**config.mk**
```make
export PLATFORM = sky130hd
export DESIGN_NAME = rat_fetch_unit_flat
export DESIGN_NICKNAME = d
export VERILOG_FILES = /design/src/rtl/rat_fetch_pkg.sv /design/src/rtl/rat_fetch_unit_if.sv /design/src/rtl/rat_return_stack.sv /design/src/rtl/rat_fetch_unit.sv /design/src/flat_wrapper.sv
export SDC_FILE = /design/constraint.sdc
export NUM_CORES = 1
export LEC_CHECK = 0
export BUFFER_PORTS_ARGS = -buffer_cell sky130_fd_sc_hd__buf_2
export CAP_MARGIN = 20
export CORE_MARGIN = 3
export CORE_UTILIZATION = 42
export CTS_CLUSTER_SIZE = 14
export DETAILED_ROUTE_END_ITERATION = 8
export GPL_TIMING_DRIVEN = 0
export PLACE_DENSITY = 0.74
export SYNTH_ARGS = -nofsm -noshare
export SYNTH_HDL_FRONTEND = slang
export SYNTH_SLANG_ARGS = --single-unit
```
**constraint.sdc**
```tcl
create_clock -name CLK -period 1.3 [get_ports CLK]
set_input_delay 0.065 -clock CLK [delete_from_list [all_inputs] [get_ports CLK]]
set_output_delay 0.065 -clock CLK [all_outputs]
set_load 0.01 [all_outputs]
```
**src/rtl/rat_fetch_pkg.sv**
```systemverilog
// Purpose : shared types and constants for the RAT MCU instruction-fetch unit.
// Latency : n/a (declarations only).
// Backpressure: n/a.
//
// Contents: fetch FSM state enum, next-PC source encodings, default widths
// and the interrupt vector. Imported by the fetch interface and top.
package rat_fetch_pkg;

    localparam int ADDR_W_DEF    = 10;
    localparam int IR_W_DEF      = 18;
    localparam int RAS_DEPTH_DEF = 8;
    localparam logic [ADDR_W_DEF-1:0] INTR_VEC_DEF = 10'h3FF;

    // One instruction every three cycles: present address, ROM data valid,
    // then hold the registered instruction until it is consumed.
    typedef enum logic [1:0] {
        FETCH = 2'd0,
        LATCH = 2'd1,
        HOLD  = 2'd2
    } fetch_state_t;

    typedef enum logic [1:0] {
        SEL_IMMED = 2'd0,
        SEL_STACK = 2'd1,
        SEL_INTR  = 2'd2,
        SEL_RSVD  = 2'd3
    } pc_sel_t;

endpackage

```
**src/rtl/rat_fetch_unit_if.sv**
```systemverilog
// Purpose : bundles the ProgRom address/data pair and the control-unit handshake.
// Latency : n/a (wires only).
// Backpressure: IR_VALID/IR_READY handshake; the fetch side holds IR while IR_READY=0.
//
// Modports: master = fetch unit (drives PROG_ADDR, IR, IR_VALID, PC);
//           slave  = ROM + control unit side.
// With RAT_FETCH_RAS_EN defined, RAS_PUSH/RAS_POP (in) and RAS_OVF/RAS_UNF (out)
// are added for the internal return-address stack.
interface rat_fetch_unit_if
    import rat_fetch_pkg::*;
#(
    parameter int ADDR_W = ADDR_W_DEF,
    parameter int IR_W   = IR_W_DEF
);
    logic [ADDR_W-1:0] PROG_ADDR;
    logic [IR_W-1:0]   PROG_IR;
    logic [IR_W-1:0]   IR;
    logic              IR_VALID;
    logic              IR_READY;
    logic [ADDR_W-1:0] PC;
    logic              PC_LD;
    logic [1:0]        PC_MUX_SEL;
    logic [ADDR_W-1:0] FROM_IMMED;
    logic [ADDR_W-1:0] FROM_STACK;
    logic              INTR;
`ifdef RAT_FETCH_RAS_EN
    logic              RAS_PUSH;
    logic              RAS_POP;
    logic              RAS_OVF;
    logic              RAS_UNF;

    modport master (
        output PROG_ADDR, IR, IR_VALID, PC, RAS_OVF, RAS_UNF,
        input  PROG_IR, IR_READY, PC_LD, PC_MUX_SEL, FROM_IMMED, FROM_STACK, INTR,
               RAS_PUSH, RAS_POP
    );

    modport slave (
        input  PROG_ADDR, IR, IR_VALID, PC, RAS_OVF, RAS_UNF,
        output PROG_IR, IR_READY, PC_LD, PC_MUX_SEL, FROM_IMMED, FROM_STACK, INTR,
               RAS_PUSH, RAS_POP
    );
`else
    modport master (
        output PROG_ADDR, IR, IR_VALID, PC,
        input  PROG_IR, IR_READY, PC_LD, PC_MUX_SEL, FROM_IMMED, FROM_STACK, INTR
    );

    modport slave (
        input  PROG_ADDR, IR, IR_VALID, PC,
        output PROG_IR, IR_READY, PC_LD, PC_MUX_SEL, FROM_IMMED, FROM_STACK, INTR
    );
`endif

endinterface

```
**src/rtl/rat_return_stack.sv**
```systemverilog
// Purpose : circular return-address LIFO with sticky overflow/underflow flags.
// Latency : top_dat is combinational from state; push/pop take effect at the CLK edge.
// Backpressure: none; push when full silently drops the oldest entry (RAS_OVF),
//               pop when empty returns 0 (RAS_UNF).
//
// Ports: CLK/RST, push/pop strobes (already qualified by the caller),
//        push_dat, top_dat (0 when empty), ovf/unf sticky flags.
// Only built when RAT_FETCH_RAS_EN is defined.
module rat_return_stack #(
    parameter int ADDR_W = 10,
    parameter int DEPTH  = 8
) (
    input  logic              CLK,
    input  logic              RST,
    input  logic              push,
    input  logic              pop,
    input  logic [ADDR_W-1:0] push_dat,
    output logic [ADDR_W-1:0] top_dat,
    output logic              ovf,
    output logic              unf
);
    localparam int PTR_W = (DEPTH > 1) ? $clog2(DEPTH) : 1;
    localparam int CNT_W = $clog2(DEPTH + 1);
    localparam logic [PTR_W-1:0] PTR_MAX  = PTR_W'(DEPTH - 1);
    localparam logic [CNT_W-1:0] CNT_FULL = CNT_W'(DEPTH);

    logic [ADDR_W-1:0] mem [0:DEPTH-1];
    logic [PTR_W-1:0]  wr_ptr;     // next free slot; wraps onto the oldest entry
    logic [CNT_W-1:0]  cnt;
    logic [PTR_W-1:0]  ptr_inc;
    logic [PTR_W-1:0]  top_idx;
    logic              empty;
    logic              full;
    logic              mem_we;
    logic [PTR_W-1:0]  mem_waddr;

    assign ptr_inc = (wr_ptr == PTR_MAX) ? '0 : wr_ptr + 1'b1;
    assign top_idx = (wr_ptr == '0) ? PTR_MAX : wr_ptr - 1'b1;
    assign empty   = (cnt == '0);
    assign full    = (cnt == CNT_FULL);
    assign top_dat = empty ? '0 : mem[top_idx];

    // Push writes the free slot; push+pop overwrites the current top in place.
    always_comb begin
        mem_we    = 1'b0;
        mem_waddr = wr_ptr;
        if (push && !pop) begin
            mem_we    = 1'b1;
            mem_waddr = wr_ptr;
        end else if (push && pop && !empty) begin
            mem_we    = 1'b1;
            mem_waddr = top_idx;
        end
    end

    always_ff @(posedge CLK) begin
        if (mem_we) begin
            mem[mem_waddr] <= push_dat;
        end
    end

    always_ff @(posedge CLK or posedge RST) begin
        if (RST) begin
            wr_ptr <= '0;
            cnt    <= '0;
            ovf    <= 1'b0;
            unf    <= 1'b0;
        end else begin
            case ({push, pop})
                2'b10: begin
                    wr_ptr <= ptr_inc;
                    if (full) begin
                        ovf <= 1'b1;
                    end else begin
                        cnt <= cnt + 1'b1;
                    end
                end
                2'b01: begin
                    if (empty) begin
                        unf <= 1'b1;
                    end else begin
                        wr_ptr <= top_idx;
                        cnt    <= cnt - 1'b1;
                    end
                end
                2'b11: begin
                    if (empty) begin
                        unf <= 1'b1;
                    end
                end
                default: ;
            endcase
        end
    end

endmodule

```
**src/rtl/rat_fetch_unit.sv**
```systemverilog
// Purpose : RAT MCU instruction fetch: owns the PC, drives ProgRom, registers IR.
// Latency : 2 edges from PROG_ADDR change to IR_VALID; 1 instruction per 3 cycles.
// Backpressure: IR/PC/PROG_ADDR held bit-stable in HOLD until IR_VALID && IR_READY.
//
// Ports: CLK, RST (async, active-high), bus (rat_fetch_unit_if.master):
//   PROG_ADDR/PROG_IR to ProgRom, IR/IR_VALID/IR_READY/PC to the control unit,
//   PC_LD/PC_MUX_SEL/FROM_IMMED/FROM_STACK/INTR select the next PC at accept.
// Option RAT_FETCH_RAS_EN: internal return-address stack (rat_return_stack)
//   driven by RAS_PUSH/RAS_POP; a pop redirects SEL_STACK to the popped entry.
module rat_fetch_unit
    import rat_fetch_pkg::*;
#(
    parameter int                ADDR_W   = ADDR_W_DEF,
    parameter int                IR_W     = IR_W_DEF,
    parameter logic [ADDR_W-1:0] INTR_VEC = INTR_VEC_DEF
`ifdef RAT_FETCH_RAS_EN
  , parameter int                RAS_DEPTH = RAS_DEPTH_DEF
`endif
) (
    input  logic             CLK,
    input  logic             RST,
    rat_fetch_unit_if.master bus
);
    fetch_state_t      state_q;
    fetch_state_t      state_d;
    logic [ADDR_W-1:0] prog_addr_q;
    logic [IR_W-1:0]   ir_q;
    logic              ir_valid_q;
    logic [ADDR_W-1:0] pc_q;
    logic [ADDR_W-1:0] pc_inc;
    logic [ADDR_W-1:0] stack_src;
    logic [ADDR_W-1:0] next_pc;
    logic              accept;

    // IR_VALID is only ever set in HOLD, so READY outside HOLD is inert.
    assign accept = ir_valid_q && bus.IR_READY;
    assign pc_inc = pc_q + 1'b1;

`ifdef RAT_FETCH_RAS_EN
    logic [ADDR_W-1:0] ras_top;
    logic              ras_push_en;
    logic              ras_pop_en;

    assign ras_push_en = accept && bus.RAS_PUSH;
    assign ras_pop_en  = accept && bus.RAS_POP;

    rat_return_stack #(
        .ADDR_W (ADDR_W),
        .DEPTH  (RAS_DEPTH)
    ) u_ras (
        .CLK      (CLK),
        .RST      (RST),
        .push     (ras_push_en),
        .pop      (ras_pop_en),
        .push_dat (pc_inc),
        .top_dat  (ras_top),
        .ovf      (bus.RAS_OVF),
        .unf      (bus.RAS_UNF)
    );

    // ras_top is the pre-edge top, i.e. the entry being popped this edge.
    assign stack_src = bus.RAS_POP ? ras_top : bus.FROM_STACK;
`else
    assign stack_src = bus.FROM_STACK;
`endif

    // Priority: interrupt, then explicit load, then sequential (wraps naturally).
    always_comb begin
        next_pc = pc_inc;
        if (bus.INTR) begin
            next_pc = INTR_VEC;
        end else if (bus.PC_LD) begin
            case (pc_sel_t'(bus.PC_MUX_SEL))
                SEL_IMMED: next_pc = bus.FROM_IMMED;
                SEL_STACK: next_pc = stack_src;
                SEL_INTR:  next_pc = INTR_VEC;
                default:   next_pc = '0;
            endcase
        end
    end

    always_ff @(posedge CLK or posedge RST) begin
        if (RST) begin
            state_q <= FETCH;
        end else begin
            state_q <= state_d;
        end
    end

    always_comb begin
        state_d = state_q;
        case (state_q)
            FETCH:   state_d = LATCH;
            LATCH:   state_d = HOLD;
            HOLD:    state_d = accept ? FETCH : HOLD;
            default: state_d = FETCH;
        endcase
    end

    always_ff @(posedge CLK or posedge RST) begin
        if (RST) begin
            prog_addr_q <= '0;
            ir_q        <= '0;
            ir_valid_q  <= 1'b0;
            pc_q        <= '0;
        end else begin
            if (state_q == LATCH) begin
                ir_q       <= bus.PROG_IR;
                pc_q       <= prog_addr_q;
                ir_valid_q <= 1'b1;
            end
            if (state_q == HOLD && accept) begin
                ir_valid_q  <= 1'b0;
                prog_addr_q <= next_pc;
            end
        end
    end

    assign bus.PROG_ADDR = prog_addr_q;
    assign bus.IR        = ir_q;
    assign bus.IR_VALID  = ir_valid_q;
    assign bus.PC        = pc_q;

endmodule
```
**src/flat_wrapper.sv**
```systemverilog
// flat-port wrapper written by rule: the top's interface ports become plain ports
module rat_fetch_unit_flat import rat_fetch_pkg::*;
#(
    parameter int                ADDR_W   = ADDR_W_DEF,
    parameter int                IR_W     = IR_W_DEF,
    parameter logic [ADDR_W-1:0] INTR_VEC = INTR_VEC_DEF

)
  (CLK, RST, bus_PROG_ADDR, bus_IR, bus_IR_VALID, bus_PC, bus_PROG_IR, bus_IR_READY, bus_PC_LD, bus_PC_MUX_SEL, bus_FROM_IMMED, bus_FROM_STACK, bus_INTR);
  rat_fetch_unit_if #(.ADDR_W(ADDR_W), .IR_W(IR_W)) bus_i ();
  input  logic CLK;
  input  logic RST;
  output wire logic [$bits(bus_i.PROG_ADDR)-1:0] bus_PROG_ADDR;
  output wire logic [$bits(bus_i.IR)-1:0] bus_IR;
  output wire logic [$bits(bus_i.IR_VALID)-1:0] bus_IR_VALID;
  output wire logic [$bits(bus_i.PC)-1:0] bus_PC;
  input wire logic [$bits(bus_i.PROG_IR)-1:0] bus_PROG_IR;
  input wire logic [$bits(bus_i.IR_READY)-1:0] bus_IR_READY;
  input wire logic [$bits(bus_i.PC_LD)-1:0] bus_PC_LD;
  input wire logic [$bits(bus_i.PC_MUX_SEL)-1:0] bus_PC_MUX_SEL;
  input wire logic [$bits(bus_i.FROM_IMMED)-1:0] bus_FROM_IMMED;
  input wire logic [$bits(bus_i.FROM_STACK)-1:0] bus_FROM_STACK;
  input wire logic [$bits(bus_i.INTR)-1:0] bus_INTR;
  assign bus_PROG_ADDR = bus_i.PROG_ADDR;
  assign bus_IR = bus_i.IR;
  assign bus_IR_VALID = bus_i.IR_VALID;
  assign bus_PC = bus_i.PC;
  assign bus_i.PROG_IR = bus_PROG_IR;
  assign bus_i.IR_READY = bus_IR_READY;
  assign bus_i.PC_LD = bus_PC_LD;
  assign bus_i.PC_MUX_SEL = bus_PC_MUX_SEL;
  assign bus_i.FROM_IMMED = bus_FROM_IMMED;
  assign bus_i.FROM_STACK = bus_FROM_STACK;
  assign bus_i.INTR = bus_INTR;
  rat_fetch_unit #(.ADDR_W(ADDR_W), .IR_W(IR_W), .INTR_VEC(INTR_VEC)) u_core (.CLK(CLK), .RST(RST), .bus(bus_i));
endmodule
```
### Word-level counts from Yosys, hierarchy flattened

Cells that the tools add are included.

* output and inout bits: 39
* bits of input ports: 45
* register bits after elaboration: 41

* equal/unequal tests: 4
* reductions and logical operators: 5
* muxes and demuxes: 7
* $add $sub $neg: 1

Operator list (count)
* 10-bit case mux with 3 select lines: 1
* 10-bit 2-to-1 mux: 2
* 10-bit by 1-bit adder with 10-bit output, second input constant: 1
* 2-bit case mux with 3 select lines: 1
* 2-bit by 1-bit equality test with 1-bit output, second input constant: 2
* 2-bit equality test, second input constant: 2
* 2-bit zero test: 2
* 1-bit logical AND: 2
* 1-bit 2-to-1 mux: 2
* 2-bit 2-to-1 mux: 1
* 2-bit nonzero test: 1

### Logic depth before layout (Yosys ltp)

* depth after elaboration: 4
* mapped depth: 5
* gate-level depth less buffers: 5

### Worst setup path after synthesis

OpenSTA, ideal clock, no wires.

* kind: register -> register
* start point: register u_core.pc_q[0] (netlist: u_core.bus.PC[0])
* end point: register u_core.prog_addr_q[4] (netlist: u_core.bus.PROG_ADDR[4])
* data arrival time: 1.193 ns
* slack: -0.029 ns
* library setup time: 0.136 ns
* buffers on the path: 0
* stages on the path, launching flop included: 6
* data required time: 1.164 ns
* cell sequence: dfrtp_1 > ha_1 > a31o_2 > a21oi_1 > a31o_2 > a21oi_1

* longest elaborated chain between the ends: 3

RTL lines
* start: declaration: line rat_fetch_unit.sv:29 `logic [ADDR_W-1:0] pc_q;`
* start signal: assignment: line rat_fetch_unit.sv:109 `pc_q <= prog_addr_q;`
* 10-bit by 1-bit adder with 10-bit output: line rat_fetch_unit.sv:37 `assign pc_inc = pc_q + 1'b1;`
* 10-bit 2-to-1 mux: line rat_fetch_unit.sv:72 `end else if (bus.PC_LD) begin`
* 10-bit 2-to-1 mux: line rat_fetch_unit.sv:70 `if (bus.INTR) begin`
* end signal: assignment: line rat_fetch_unit.sv:114 `prog_addr_q <= next_pc;`
* end: declaration: line rat_fetch_unit.sv:26 `logic [ADDR_W-1:0] prog_addr_q;`

No other way between the ends.
A chain may end at the register's enable or synchronous reset.

### Worst setup path after layout

* start point: register u_core.state_q[0]
* end point: register u_core.prog_addr_q[6] (netlist: u_core.bus.PROG_ADDR[6])

* longest elaborated chain between the ends: 2

RTL lines
* start: declaration: line rat_fetch_unit.sv:24 `fetch_state_t state_q;`
* start signal: assignment: line rat_fetch_unit.sv:86 `state_q <= state_d;`
* 2-bit equality test: line rat_fetch_unit.sv:112 `if (state_q == HOLD && accept) begin`
* 1-bit logical AND: line rat_fetch_unit.sv:112

No other way between the ends.

==> metrics.cfg <==
[status]
status=complete, but fails checks
violations=negative setup slack

[sta]
grt_setup_unrepaired=true
hold_slack_ns=0.00701
max_slew_margin_pct=43.8
finalSetupTns_ns=-0.140
post-route-period-util_pct=104
finalWorstSetupSlack_ns=-0.0547
setup_viol=4
maxSlewViolCount=0
tightestPinTransition_ns=0.842
hold_viol=0
fmax_mhz=738
skew_ns=0.00510
period_minus_slack_ns=1.35

[power]
switching_share_pct=35.9
peakVddDrop_uv=1310
power.total_mw=6.76
power_switching_mw=2.43
power.density_nw_per_um2=2280
p_leak_nw=1.40
p_clk_share_pct=11.9
combPwrFrac_pct=53.2
p_int_mw=4.33
pwr-share-seq_pct=34.9

[cells_and_area]
drive_gt1_share_pct=52.2
layout.cells.non_filler=343
final_nets=338
syn2layout_area_growth_pct=54.4
antenna_cells=0
fin_util_pct=70.5
design_area_um2=2960

[floorplan]
io_pins=84
num_rows=23
die_h_um=73.6
core_area_um2=4200
die_w_um=73.6
start_util_pct=45.7
die-area_um2=5410

[logic_synthesis]
synthTopCellsByArea=dfrtp_1, mux2_2, nor2_1, o2bb2ai_1, a21oi_1
yosysMostFrequentCell=dfrtp_1
async_flop_share_pct=100
synth_warnings=0
synth-edff-count=0
yosysTopAreaCell=dfrtp_1
syn-mean-instance-area_um2=11.2
post_synth_instance_area_um2=1920
synth.top_cell.area_share_pct=53.5
ys_ff_latch=41
synth.distinct_cells=34
synth_ff_type=dfrtp_1
ys_seq_area_share_pct=53.5
syn_inst=172
synth_common_cells=dfrtp_1, mux2_2, nor2_1, a21oi_1, nand2_1
syn_nets=218

[placed_design]
io_buffers=83
dp.cells=305
gp_congestion=0.876
placed_cell_area_um2=2400
preCtsSetupSlack_ns=-0.208
dp_hpwl_um=3320

[clocking]
worstSkewPairLatency_ns=0.29
root_buffer=clkbuf_8
cts_buffers=5
cts_tree=built
clock-sinks=41
ctsHtreeMaxLevel=2
clock_path_buffers=2
path_clk_slew_ns=0.08

[grt]
grt_pass1_vias=1634
grt_start_max_net_pins=42
grt_usage_pct=17.7
grt_pass1_wl_um=7410
antenna_found_initial=0
gr-total-overflow=0

[worst_hold_path]
hold_path_class=input port to register
hold_start=bus_PROG_IR[16]
holdPathStages=2
hold_end=u_core.bus.IR[16]$_DFFE_PP0P_

[critical_path]
startpoint_type=register
worstRegToRegCells=4
critPathArrivalTime_ns=1.53
required_ns=1.48
critical_path_peak_fanout=4
r2r_start=u_core.state_q[0]$_DFF_PP0_
reg2reg_slack_ns=-0.05
critPathCaptureType=register
regToRegEndpoint=u_core.bus.PROG_ADDR[6]$_DFFE_PP0P_
crit_type=register to register

[detailed_routing]
drt_iter0_drc=72
ant_nets=0
avgViaCountPerCell=5.12
drt-pass1-iter-count=4
vias=1755
wirelength_um=5270
drt-wirelength-per-cell_um=15.3
drc=0

[flow_run]
cap_violations=0

==> registers in the layout, summed over array words and instances (netlist names) <==
signal                cells
u_core.bus.IR            18
u_core.bus.IR_VALID       1
u_core.state_q            2
u_core.bus.PC            10
u_core.bus.PROG_ADDR     10
==> how the worst max path moves through the flow <==
stage | from | endpoint | cells after the start
2_1_floorplan | u_core.state_q[0]$_DFF_PP0_ | u_core.bus.PROG_ADDR[6]$_DFFE_PP0P_ | 4
3_3_place_gp | RST | u_core.bus.PC[2]$_DFFE_PP0P_ | 2
3_5_place_dp | u_core.state_q[0]$_DFF_PP0_ | u_core.bus.PROG_ADDR[6]$_DFFE_PP0P_ | 4
4_1_cts | u_core.bus.PC[1]$_DFFE_PP0P_ | u_core.bus.PROG_ADDR[9]$_DFFE_PP0P_ | 4
5_1_grt | u_core.bus.PC[1]$_DFFE_PP0P_ | u_core.bus.PROG_ADDR[6]$_DFFE_PP0P_ | 5
6_report | u_core.state_q[0]$_DFF_PP0_ | u_core.bus.PROG_ADDR[6]$_DFFE_PP0P_ | 4
==> metal layers <==
layer	global-route usage (%)	wire (um)	up-vias	part of all wire (%)
met5	0	0	-	0
met4	6.04	46	0	0.87
met3	5.06	286	5	5.4
met2	27.7	2630	50	50
met1	23.4	2300	853	44
li1	-	-	847	-
==> layout make-up <==
class / instances / area (um^2)
Buffer: 9 / 85.1
Clock inverter: 2 / 10.0
Inverter: 5 / 18.8
Fill cell: 334 / 1240
Tap cell: 50 / 62.6
Clock buffer: 6 / 72.6
Multi-Input combinational cell: 117 / 963
Timing Repair Buffer: 113 / 719
Sequential cell: 41 / 1030
==> worst max-delay path, stage by stage (launching register included) <==
cell and delay [ns]:
dfrtp_1 0.41, nand4b_1 0.28, or2_4 0.33, a211oi_2 0.17, a211oi_1 0.06
==> layout by cell type (no fill, tap or decap), types with 4 or more instances in the layout <==
master	instances
nor2_1	22
o21ai_0	7
buf_8	4
clkbuf_8	5
dlygate4sd3_1	16
o2bb2ai_1	6
dfrtp_1	38
buf_4	11
buf_2	85
xnor2_1	4
nand2_1	7
a21oi_1	8
inv_1	4
mux2_4	22
==> power groups by stage <==
stage	combinational [mW]	clock, mW	sequential [mW]
6_report	3.60	0.802	2.36
5_1_grt	3.90	0.877	2.44
4_1_cts	2.83	0.832	2.31
3_5_place_dp	2.57	0	2.34
3_3_place_gp	2.52	0	2.32
2_1_floorplan	1.40	0	2.57
==> cell families (layout without fill, tap and decap cells) <==
family | Yosys count | count (layout) | synth area share (%)
AND/OR/NAND/NOR | 47 | 47 | 11.4
buffers and inverters | 14 | 135 | 3.20
XOR/XNOR | 5 | 5 | 2.28
flip-flops | 41 | 41 | 53.5
adder cells (fa/ha/maj) | 1 | 1 | 0.652
multiplexers | 28 | 28 | 16.2
AO/OA/AOI/OAI | 36 | 36 | 12.7
==> repair_timing <==
action | CTS | global route
pin swaps | 3 | 6
setup endpoints to repair | 32 | 32
hold buffers | 12 | 4
endpoints found under the hold margin | 52 | 4
buffers inserted | 6 | 6
gates cloned | 0 | 2
resized for setup | 13 | 36
Power figures use the tool's default switching activity.
